$ cat config.mk
export PLATFORM = sky130hd
export DESIGN_NAME = ctrl_rw_pipe
export DESIGN_NICKNAME = d
export VERILOG_FILES = /design/src/rtl/ctrl_rw_pipe.sv
export SDC_FILE = /design/constraint.sdc
export NUM_CORES = 1
export LEC_CHECK = 0
export CELL_PAD_IN_SITES_DETAIL_PLACEMENT = 1
export CELL_PAD_IN_SITES_GLOBAL_PLACEMENT = 1
export CORE_ASPECT_RATIO = 1.4
export CORE_MARGIN = 2
export CORE_UTILIZATION = 40
export DETAILED_ROUTE_END_ITERATION = 8
export MAX_ROUTING_LAYER = met4
export PLACE_DENSITY = 0.73
export REMOVE_ABC_BUFFERS = 1
export SYNTH_ARGS = -nofsm -noshare
export SYNTH_HDL_FRONTEND = slang
export SYNTH_SLANG_ARGS = --single-unit
$ cat constraint.sdc
create_clock -name CK_t -period 7.2 [get_ports CK_t]
set_clock_uncertainty 0.1 [all_clocks]
set_input_delay 1.44 -clock CK_t [delete_from_list [all_inputs] [get_ports CK_t]]
set_output_delay 1.44 -clock CK_t [all_outputs]
set_load 0.02 [all_outputs]
$ cat src/rtl/ctrl_rw_pipe.sv
// CAS data-window tracker: queues RD/WR commands, counts down their latency and launches bursts in issue order.
// Strobes appear one clock after a countdown expires; a head blocked by an active burst stalls in place.
module ctrl_rw_pipe #(
  parameter int DEPTH = 8,
  parameter int LAT_W = 7
) (
  input  logic                         CK_t,
  input  logic                         reset,
  input  logic                         cas_rdy,
  input  logic [2:0]                   cas_req,
  input  logic                         bc4,
  input  logic [4:0]                   CL,
  input  logic [4:0]                   CWL,
  input  logic [4:0]                   AL,
  input  logic [1:0]                   RD_PRE,
  input  logic [1:0]                   WR_PRE,
  output logic                         rd_rdy,
  output logic                         rda_rdy,
  output logic                         wr_rdy,
  output logic                         wra_rdy,
  output logic                         data_active,
  output logic                         rw_done,
  output logic                         data_idle,
  output logic [$clog2(DEPTH+1)-1:0]   q_count,
  output logic                         q_full,
  output logic                         overflow_err,
  output logic                         collision_err,
  output logic                         order_err
);

  localparam int CW = $clog2(DEPTH + 1);
  localparam logic [CW-1:0] FULL = CW'(DEPTH);
  localparam logic [0:0] ST_IDLE  = 1'b0;
  localparam logic [0:0] ST_BURST = 1'b1;
  localparam logic [2:0] CMD_RD  = 3'd1;
  localparam logic [2:0] CMD_RDA = 3'd2;
  localparam logic [2:0] CMD_WR  = 3'd3;
  localparam logic [2:0] CMD_WRA = 3'd4;

  logic [LAT_W-1:0] ent_cnt [DEPTH];
  logic [2:0]       ent_typ [DEPTH];
  logic             ent_bc4 [DEPTH];
  logic [LAT_W-1:0] nxt_cnt [DEPTH];
  logic [2:0]       nxt_typ [DEPTH];
  logic             nxt_bc4 [DEPTH];

  logic [CW-1:0]    count, count_nxt, wr_idx;
  logic [0:0]       state, state_nxt;
  logic [1:0]       beat, beat_nxt;
  logic             cur_bc4, bc4_nxt;

  logic             is_cas, is_rd, head_ready, last_beat, launch, push_ok, ord_hit;
  logic [LAT_W-1:0] rd_lat, wr_lat, push_lat, push_cnt;

  function automatic logic [LAT_W-1:0] dec(input logic [LAT_W-1:0] v);
    return (v == '0) ? v : v - LAT_W'(1);
  endfunction

  assign is_cas   = cas_rdy && (cas_req >= CMD_RD) && (cas_req <= CMD_WRA);
  assign is_rd    = (cas_req == CMD_RD) || (cas_req == CMD_RDA);
  assign rd_lat   = LAT_W'(CL) + LAT_W'(AL) + LAT_W'(RD_PRE);
  assign wr_lat   = LAT_W'(CWL) + LAT_W'(AL) + LAT_W'(WR_PRE);
  assign push_lat = is_rd ? rd_lat : wr_lat;
  assign push_cnt = (push_lat == '0) ? LAT_W'(1) : push_lat;

  // "Ready" means the countdown will read 0 after this edge.
  assign head_ready = (count != '0) && (ent_cnt[0] <= LAT_W'(1));
  assign last_beat  = (state == ST_BURST) && (beat == (cur_bc4 ? 2'd1 : 2'd3));
  assign launch     = head_ready && ((state == ST_IDLE) || last_beat);
  assign push_ok    = is_cas && ((count != FULL) || launch);
  assign wr_idx     = launch ? count - CW'(1) : count;

  always_comb begin
    for (int i = 0; i < DEPTH - 1; i++) begin
      nxt_cnt[i] = launch ? dec(ent_cnt[i+1]) : dec(ent_cnt[i]);
      nxt_typ[i] = launch ? ent_typ[i+1] : ent_typ[i];
      nxt_bc4[i] = launch ? ent_bc4[i+1] : ent_bc4[i];
    end
    nxt_cnt[DEPTH-1] = dec(ent_cnt[DEPTH-1]);
    nxt_typ[DEPTH-1] = ent_typ[DEPTH-1];
    nxt_bc4[DEPTH-1] = ent_bc4[DEPTH-1];
    for (int i = 0; i < DEPTH; i++) begin
      if (push_ok && (CW'(i) == wr_idx)) begin
        nxt_cnt[i] = push_cnt;
        nxt_typ[i] = cas_req;
        nxt_bc4[i] = bc4;
      end
    end
  end

  always_comb begin
    ord_hit = 1'b0;
    for (int i = 1; i < DEPTH; i++) begin
      if ((CW'(i) < count) && (ent_cnt[i] <= LAT_W'(1)) && (ent_cnt[0] > LAT_W'(1)))
        ord_hit = 1'b1;
    end
  end

  always_comb begin
    count_nxt = count;
    if (push_ok && !launch)
      count_nxt = count + CW'(1);
    else if (!push_ok && launch)
      count_nxt = count - CW'(1);
  end

  always_comb begin
    state_nxt = state;
    beat_nxt  = beat;
    bc4_nxt   = cur_bc4;
    if (launch) begin
      state_nxt = ST_BURST;
      beat_nxt  = 2'd0;
      bc4_nxt   = ent_bc4[0];
    end else if (last_beat) begin
      state_nxt = ST_IDLE;
      beat_nxt  = 2'd0;
    end else if (state == ST_BURST) begin
      beat_nxt  = beat + 2'd1;
    end
  end

  always_ff @(posedge CK_t or posedge reset) begin
    if (reset) begin
      count         <= '0;
      state         <= ST_IDLE;
      beat          <= 2'd0;
      cur_bc4       <= 1'b0;
      rd_rdy        <= 1'b0;
      rda_rdy       <= 1'b0;
      wr_rdy        <= 1'b0;
      wra_rdy       <= 1'b0;
      data_idle     <= 1'b1;
      q_full        <= 1'b0;
      overflow_err  <= 1'b0;
      collision_err <= 1'b0;
      order_err     <= 1'b0;
      for (int i = 0; i < DEPTH; i++) begin
        ent_cnt[i] <= '0;
        ent_typ[i] <= 3'd0;
        ent_bc4[i] <= 1'b0;
      end
    end else begin
      count   <= count_nxt;
      state   <= state_nxt;
      beat    <= beat_nxt;
      cur_bc4 <= bc4_nxt;
      for (int i = 0; i < DEPTH; i++) begin
        ent_cnt[i] <= nxt_cnt[i];
        ent_typ[i] <= nxt_typ[i];
        ent_bc4[i] <= nxt_bc4[i];
      end
      rd_rdy        <= launch && (ent_typ[0] == CMD_RD);
      rda_rdy       <= launch && (ent_typ[0] == CMD_RDA);
      wr_rdy        <= launch && (ent_typ[0] == CMD_WR);
      wra_rdy       <= launch && (ent_typ[0] == CMD_WRA);
      data_idle     <= (count_nxt == '0) && (state_nxt == ST_IDLE);
      q_full        <= (count_nxt == FULL);
      overflow_err  <= overflow_err | (is_cas && (count == FULL) && !launch);
      collision_err <= collision_err | (head_ready && (state == ST_BURST) && !last_beat);
      order_err     <= order_err | ord_hit;
    end
  end

  assign q_count     = count;
  assign data_active = (state == ST_BURST);
  assign rw_done     = last_beat;

endmodule

=== Yosys cells after proc, flatten, opt, wreduce, memory -nomap -nowiden ===
Index checks and enable logic that the tools add are counted.

* $lt $le $gt $ge: 18
* Muxes and demuxes: 69
* Add/subtract/negate cells: 15
* Bitwise operators: 5
* Equality and inequality tests: 18
* Reduce and logical (&&, ||, !) cells: 65

{| class="wikitable"
|+ Operators with widths
! kind !! count
|-
| $mux W7 || 25
|-
| $logic_not A7 Y1 || 9
|-
| $le A7 B1 Y1 const B || 8
|-
| $sub A7 B1 Y7 const B || 8
|-
| $mux W3 || 14
|-
| $logic_and A1 B1 Y1 || 39
|-
| $mux W1 || 23
|-
| $eq A3 B4 Y1 const A || 4
|-
| $lt A3 B4 Y1 const A || 4
|-
| $add A6 B2 Y7 || 2
|-
| $reduce_bool A2 Y1 || 7
|-
| $add A5 B5 Y6 || 2
|-
| $mux W4 || 3
|-
| $eq A3 B2 Y1 const B || 3
|-
| $eq A2 B4 Y1 const A || 2
|-
| $eq A4 B4 Y1 const B || 2
|-
| $logic_not A4 Y1 || 2
|-
| $lt A2 B4 Y1 const A || 2
|-
| $mux W2 || 4
|-
| $gt A7 B1 Y1 const B || 1
|-
| $eq A3 B1 Y1 const B || 2
|-
| $add A4 B1 Y4 const B || 1
|-
| $eq A1 B4 Y1 const A || 1
|-
| $lt A1 B4 Y1 const A || 1
|-
| 14 further kinds || 21
|}

* Logic and storage cells: 227
* Register bits after elaboration: 105
* Input port bits: 26

=== Longest topological paths before layout ===
Gate-level depths: netlist of run 1.

* Depth in word-level cells: 13
* Depth in mapped cells: 11

=== Worst setup path before layout of run 1 ===
OpenSTA, ideal clock, no wires.

* Kind: in2reg
* Start point: in CL[1]
* End point: reg ent_cnt[21] (netlist bit)
* Setup time: 149 ps
* Stages on the path: 10
* Path slack: 3272 ps
* Path buffers: 0
* Arrival: 3679 ps
* Cells stage by stage: fa_1 -> ha_1 -> inv_1 -> fa_1 -> nand2b_1 -> a21oi_1 -> xor2_1 -> mux2i_1 -> a31oi_1 -> mux2i_1

{| class="wikitable"
|+ RTL lines
! what !! RTL line !! source
|-
| from (decl) || 12 || <nowiki>input logic [4:0] CL,</nowiki>
|-
| to (signal, indexed assignment) || 149 || <nowiki>ent_cnt[i] <= nxt_cnt[i];</nowiki>
|-
| to (decl) || 40 || <nowiki>logic [LAT_W-1:0] ent_cnt [DEPTH];</nowiki>
|}

==> metrics list, run 1 <==
* Chip Width: 116.5 um
* Data arrival time of the critical path: 4780 ps
* Starting density of the core: 40.90%
* Avg WL per Cell: 19.98 um
* Worst Hold Launch: collision_err
- Measured along the y axis, the die boundary spans 161.5 um.
- For this run, the number of standard cells in the final layout without fillers is 1,028.
- Cells after synthesis: 758
- Entering global routing, the biggest net connects 66 pins.
- The worst hold path belongs to the class reg -> reg.
- CTS tree: yes
* I/O Buffers: 40
- Global Route Usage Sum: 23.77%
- STA classifies the critical path endpoint as a flip-flop.
- Hold repair after CTS inserted 0 buffers.
* Final routed wirelength across all metal layers: 20,540 um
- Placed Cells: 1,012
- At the worst endpoint, the required time is 7290 ps.
- For this run, the top clock speed supported by timing is 213.2 MHz.
* Post-layout total power: 3.291 mW
* Worst R2R Start: q_count[0]
* Most common cell after layout, fill and taps aside: sky130_fd_sc_hd__dfrtp_1
* Gp weighted congestion: 0.8885
- Fraction of registers with async set/reset: 100.0%
* Synthesized area divided by synthesized cell count: 9.351 um2
- Sequential cell area in the final layout: 2629 um2
- Among all stages on the critical path, the largest delay is contributed by sky130_fd_sc_hd__a31oi_1.
- Adding up every negative setup slack in the final design gives 0 ps.
* Clock-pin slew of the registers on the worst-case setup and hold paths: 80 ps
- For this design the total switching power over the nets is 1.478 mW.
* Sequential share of the synthesized area: 37.09%
* Global-route wire length before repair: 33,750 um
* Internal Dissipation: 1.813 mW
- In the final design database the tool counted 856 nets.
* Net Sw Frac: 44.91%
* Post-DP HPWL: 15,330 um
- After the first detailed-routing iteration, the DRC count stood at 253.
* Setup repair bufs after CTS: 0
- Post-cts sizing count: 0
- Main synth FF type: sky130_fd_sc_hd__dfrtp_1
- Post-DR vias/cell: 5.707
* Leakage power figure: 3.645 nW
- For this run, design rule violations remaining after detail routing come to 0.
- Cells fill 46.23% of the core in the end.
- The number of antenna diodes in the final layout is 0.
- Number of top-level pins: 41
- Vias in the first global route: 6,372
- Cells with a size suffix above 1 make up 7.197% of the layout.
- The largest single stage delay on the critical path is 810 ps.
* Maximum fanout encountered on the critical timing path: 8
* Time the final worst path needs with I/O delays and setup: 4690 ps
- The H-tree was split into 3 levels.
- Overall via count from detail_route: 5,867
- Critical Path Source Type: input pin
- Cell area reported after detailed placement: 7711 um2
* Area grow syn2layout: 13.03%
* Setup repair after global routing missed its margin: false
* Clock sink count: 105
- Relative contribution of combinational cells to total power: 49.1%
* Proportion of power drawn by the clock network: 15.2%
- Sequential cells burn 35.7% of the power.
- Power density over the cells: 410.8 nW/um2
- The flow ran to the end, and the final reports show no timing, DRC or antenna violations.
- Final hold analysis gives a worst-case slack of 352.9 ps.
* Slew of the pin with the lowest slew margin: 1166 ps
- In the finished design, the share of the clock period the worst path needs comes to 65.14%.
* Most frequent cells in the layout: sky130_fd_sc_hd__dfrtp_1, sky130_fd_sc_hd__nand2_1, sky130_fd_sc_hd__mux2i_1
- Number of hold violations in the final report: 0
- Fillers: 1,988
* Overall die area: 18,820 um2
- Number of antenna violations at the first check in global routing: 0
* DP Worst Slack: 2137 ps
- Final design instance area without fill: 8011 um2
* Post-Syn Area: 7088 um2
- The most critical setup path has its startpoint at AL[1].
- Final count of negative-setup-slack endpoints: 0
- Headroom to the max-slew limit came out at 21.77%.
- Critical path start-end classification: in -> reg
- Placeable Area: 17,330 um2
- CTS root buffer: sky130_fd_sc_hd__clkbuf_16
- Clock latency of the later-clocked register in the worst-skew pair: 370 ps
- The number of different library cells used by synthesis comes to 63.
- Global route overflow: 0
* Multi-input logic area: 4215 um2
* Cell chain of the critical path: clkdlybuf4s50_1 > fa_1 > ha_1 > inv_1 > fa_1 > nand2b_1 > a21oi_1 > xor2_1 > mux2i_1 > a31oi_1 > mux2i_1
* Clock buffers created by TritonCTS: 9
- The initialized floorplan defines 57 standard-cell rows.
- Post-route ant nets: 0
* Smallest setup slack after layout: 2510 ps
- The tool flagged a number of max-cap violations equal to 0.
- DRT Pass-1 Iters: 4
- Number of register bits inferred by synthesis: 105
* Yosys warnings: 0
- Number of enable-type register cells in the synthesized netlist: 0
- No sink is reached through more buffers than the 2 on the longest clock path.
- Largest vdd supply drop: 0.0001848 V
- The final-report max-slew violation count came to 0.
per-layer routing:
| metal | wire (um) | up-vias | GRT usage (%) |
|---|---|---|---|
| met5 | 0 | - | - |
| met4 | 655 | 0 | 8.658 |
| met3 | 466 | 37 | 3.189 |
| met2 | 10950 | 88 | 41.49 |
| met1 | 8459 | 2988 | 27.54 |
| li1 | - | 2754 | - |
synthesized netlist by cell type (3+ instances only):
master	instances	area share, %
sky130_fd_sc_hd__a211o_1	4	0.49
sky130_fd_sc_hd__fa_1	6	1.7
sky130_fd_sc_hd__a21o_1	5	0.53
sky130_fd_sc_hd__and3_1	4	0.35
sky130_fd_sc_hd__mux2i_1	86	12
sky130_fd_sc_hd__and2_1	6	0.53
sky130_fd_sc_hd__or2_2	3	0.26
sky130_fd_sc_hd__a22oi_1	27	2.9
sky130_fd_sc_hd__mux2_4	3	0.64
sky130_fd_sc_hd__buf_2	5	0.35
sky130_fd_sc_hd__o211ai_1	5	0.53
sky130_fd_sc_hd__a31oi_1	5	0.44
sky130_fd_sc_hd__a21oi_1	32	2.3
sky130_fd_sc_hd__buf_6	3	0.48
sky130_fd_sc_hd__nor2_1	76	4.0
sky130_fd_sc_hd__mux2_2	17	2.7
sky130_fd_sc_hd__or3_1	8	0.71
sky130_fd_sc_hd__and3b_1	3	0.37
sky130_fd_sc_hd__nand2_1	87	4.6
sky130_fd_sc_hd__inv_1	29	1.5
sky130_fd_sc_hd__nor3b_1	5	0.53
sky130_fd_sc_hd__or4_1	4	0.42
sky130_fd_sc_hd__buf_1	8	0.42
sky130_fd_sc_hd__xnor2_1	26	3.2
sky130_fd_sc_hd__nand3_1	6	0.42
sky130_fd_sc_hd__dfrtp_1	104	37
sky130_fd_sc_hd__nand3b_1	5	0.53
sky130_fd_sc_hd__o21ai_0	26	1.8
sky130_fd_sc_hd__o22ai_1	3	0.26
sky130_fd_sc_hd__nand4_1	3	0.26
sky130_fd_sc_hd__clkbuf_1	13	0.69
sky130_fd_sc_hd__a211oi_1	6	0.64
sky130_fd_sc_hd__nand2b_1	5	0.44
sky130_fd_sc_hd__nor3_1	35	2.5
sky130_fd_sc_hd__nor4b_1	4	0.49
sky130_fd_sc_hd__xor2_1	15	1.9
sky130_fd_sc_hd__nor4_1	6	0.53
sky130_fd_sc_hd__o21bai_1	3	0.32
sky130_fd_sc_hd__ha_1	37	6.5
state kept, by name, indices dropped and copies added, names as in the netlist:
name           cells
data_idle          1
ent_bc4            8
wra_rdy            1
order_err          1
overflow_err       1
ent_cnt           56
ent_typ           24
beat               2
data_active        1
q_count            4
collision_err      1
q_full             1
cur_bc4            1
rda_rdy            1
rd_rdy             1
wr_rdy             1
cell families (layout without fill, tap and decap cells):
kind of cell | count (synthesis) | in the layout | synth area share, %
flops | 105 | 105 | 37.09
compound gates | 136 | 136 | 12.66
simple gates | 268 | 268 | 17.90
fa+ha+maj | 43 | 43 | 8.226
buf+inv | 59 | 93 | 3.583
xor+xnor | 41 | 41 | 5.066
mux | 106 | 106 | 15.48
power by group through the flow:
stage	combinational (mW)	sequential [mW]	clock, mW
2_1_floorplan	1.14	1.11	0
3_3_place_gp	1.53	1.15	0
3_5_place_dp	1.61	1.18	0
4_1_cts	1.63	1.17	0.511
5_1_grt	1.81	1.21	0.531
6_report	1.62	1.18	0.499
area by class of cell:
class	instances	share of cell area [%]
clock buffers	10	2.983
inverters	29	1.390
repair buffers	48	5.747
multi-input cells	594	52.62
clock inverters	6	0.7653
flip-flops and latches	105	32.81
well taps	236	3.686
critical path, delay by kind of cell:
family	cells	cell delay [ps]
muxes	2	410
AOI/OAI and AO/OA	2	980
and+or+nand+nor	1	160
adders and majority gates	3	1110
xor gates and xnor gates	1	160
buffers and inverters	2	520
final timing paths:
path,to,slack [ps],cells past startpoint
hold / removal,collision_err,350,1
max in group asynchronous,cur_bc4,4380,3
hold reg to reg,collision_err,350,1
setup reg to reg,ent_bc4[4],2950,9
setup / recovery,ent_cnt[42],2510,11
min in group asynchronous,ent_cnt[18],1440,2
Note: power is estimated with default switching activity, not from simulation.
==> run 2: changes to the inputs <==
- clock period: 7.2 -> 4.8 ns (I/O delays scaled with it)
==> run 2 against run 1 <==
  * Count of clock-buffer cells in the layout unchanged
  * Clock power up 48%
  * Utilization is 0.25 points higher
==> metrics list, run 2 (same netlist as run 1, synthesis figures left out) <==
- The initial utilization of the core area, before any placement, comes to 40.90%.
- The tree is rooted in a sky130_fd_sc_hd__clkbuf_16.
- Diode count: 0
- Global route overflow: 0
- Hold path endpoint: collision_err
- Timing would allow up to 259.4 MHz.
- Cell area reported after detailed placement: 7769 um2
- Gp weighted congestion: 0.9328
- For this design, the slowest cell found on the critical path is sky130_fd_sc_hd__buf_4.
- Number of nets in the finished design: 862
* Fillers: 1,982
* Required time at the worst-slack endpoint: 4950 ps
- Leakage power figure: 3.672 nW
- Post-DP HPWL: 15,210 um
* Overall via count from detail_route: 5,849
- Counting every sink on the clock net gives 105.
* Register-to-register path setup slack: 940 ps
* Setup repair after global routing missed its margin: false
- Die height: 161.5 um
- Counting I/O delays and the setup requirement, the final critical path takes 3855 ps.
- Most frequent cells in the layout: sky130_fd_sc_hd__dfrtp_1, sky130_fd_sc_hd__nand2_1, sky130_fd_sc_hd__mux2i_1
- The floorplan step defined a die boundary enclosing 18,820 um2.
- Final routed wirelength across all metal layers: 20,250 um
- Clock-pin slew of the registers on the worst-case setup and hold paths: 80 ps
* Global-route wire length before repair: 33,200 um
- Number of buffer and inverter stages on the critical path: 2
- Final design instance area without fill: 8054 um2
* Post-cts sizing count: 0
- Fin util: 46.47%
- Switching power summed over all nets: 2.173 mW
* Vias in the first global route: 6,323
* Pin count of the biggest net entering global routing: 82
- Largest vdd supply drop: 0.0002164 V
- Final count of negative-setup-slack endpoints: 0
- Layout cell share with drive strength beyond 1: 7.769%
- Internal power comes to 2.712 mW.
- The completed layout was analyzed and its total power is 4.886 mW.
- Placeable Area: 17,330 um2
- Classification of the worst-slack hold path: reg -> reg
- The finished layout holds 1,034 standard cells, fillers aside.
* Global Route Usage Sum: 23.36%
* Data arrival time of the critical path: 4010 ps
* Hold Slack: 387.1 ps
- Number of H-tree levels: 3
- Net Sw Frac: 44.48%
* Post-DR vias/cell: 5.657
* Registers with the most flip-flops: ent_cnt: 56 flops, ent_typ: 24 flops, ent_bc4: 8 flops
- Share of the clock period used by the worst path: 80.32%
* Total count of max-transition violations in the final report: 0
* Maxcap violations: 0
* Remaining DRCs: 0
* Proportion of power drawn by the clock network: 15.1%
* Critical Path Source Type: flip-flop
- Critical register-to-register path endpoint: q_full
- Worst Hold Launch: collision_err
- Most common cell after layout, fill and taps aside: sky130_fd_sc_hd__dfrtp_1
- In this run the core area contains 57 standard-cell rows.
- The first routing iteration left 274 violations.
* Area grow syn2layout: 13.63%
- Worst R2R Start: q_count[0]
* Clock latency of the later-clocked register in the worst-skew pair: 360 ps
- Critical path start-end classification: reg -> reg
- Relative contribution of combinational cells to total power: 48.9%
- Maximum buffer depth of the clock tree: 2
- Relative slew margins: 37.11%
- Walking the worst path, the cells encountered are inv_1 > ha_1 > or3b_2 > and4_1 > nand2_2 > buf_4 > a221oi_1 > o221a_2.
* Reg power frac: 36.0%
- Dividing total power by cell area gives a power density of 606.6 nW/um2.
- The final-report hold violation count was 0.
- The worst setup path is captured at a flip-flop.
* Largest stage delay on the critical path: 650 ps
- Counting tap cells, the placed design contains a total of 1,018 instances.
- From left edge to right edge, the die measures 116.5 um.
* Number of top-level pins: 41
- Hold repair after CTS inserted 0 buffers.
- Measured in cells, the most critical reg-to-reg path has a length of 8.
- Avg WL per Cell: 19.58 um
- I/O Buffers: 40
- Maximum fanout encountered on the critical timing path: 51
* Hold Crit Depth: 1
- Setup repair bufs after CTS: 0
* CTS tree: yes
- TritonCTS created 9 clock buffers.
- Slew of the pin with the lowest slew margin: 941.4 ps
* Post-route ant nets: 0
* CP delay by family, top: simple AND/OR/NAND/NOR gates
- Register with the highest flop count: ent_cnt
- DRT Pass-1 Iters: 4
- Number of antenna violations at the first check in global routing: 0
* Max reg flops: 56
- Run status: finished clean
-- run 2: power groups by stage --
| stage | sequential, mW | clock [mW] | combinational, mW |
|---|---|---|---|
| 6_report | 1.76 | 0.738 | 2.39 |
| 3_3_place_gp | 1.73 | 0 | 2.27 |
| 5_1_grt | 1.82 | 0.792 | 2.68 |
| 3_5_place_dp | 1.77 | 0 | 2.38 |
| 2_1_floorplan | 1.66 | 0 | 1.71 |
| 4_1_cts | 1.76 | 0.759 | 2.40 |
-- run 2: layout make-up --
type	instances	area (um2)	share of cell area, %
Timing Repair Buffer	54	518.0	6.432
Inverter	29	111.4	1.383
Tap cell	236	295.3	3.666
Clock buffer	10	229.0	2.843
Multi-Input combinational cell	594	4215	52.34
Sequential cell	105	2629	32.64
Clock inverter	6	56.30	0.6991
-- run 2: how the worst max path moves through the flow --
| stage | start | end | cells after the start |
|---|---|---|---|
| after floorplan | q_count[0] | ent_bc4[0] | 8 |
| after global placement | AL[1] | ent_cnt[21] | 12 |
| after detailed placement | AL[1] | ent_cnt[35] | 12 |
| after CTS | q_count[0] | q_full | 8 |
| after global routing | q_count[0] | ent_cnt[30] | 9 |
| final | q_count[0] | q_full | 8 |
-- run 2: through the flow --
stage	TNS [ps]	worst slack [ps]
floorplan	-7410	-532.8
global placement	0	730.0
detailed placement	0	622.0
CTS	0	968.7
global route	0	683.6
finish	0	944.7
-- run 2: metal layers --
metal  wire (um)  up-vias  GRT usage (%)
met5           0        -              -
met4         622        0          8.333
met3         527       41          3.002
met2       10730      103          40.64
met1        8367     2950          27.33
li1            -     2755              -
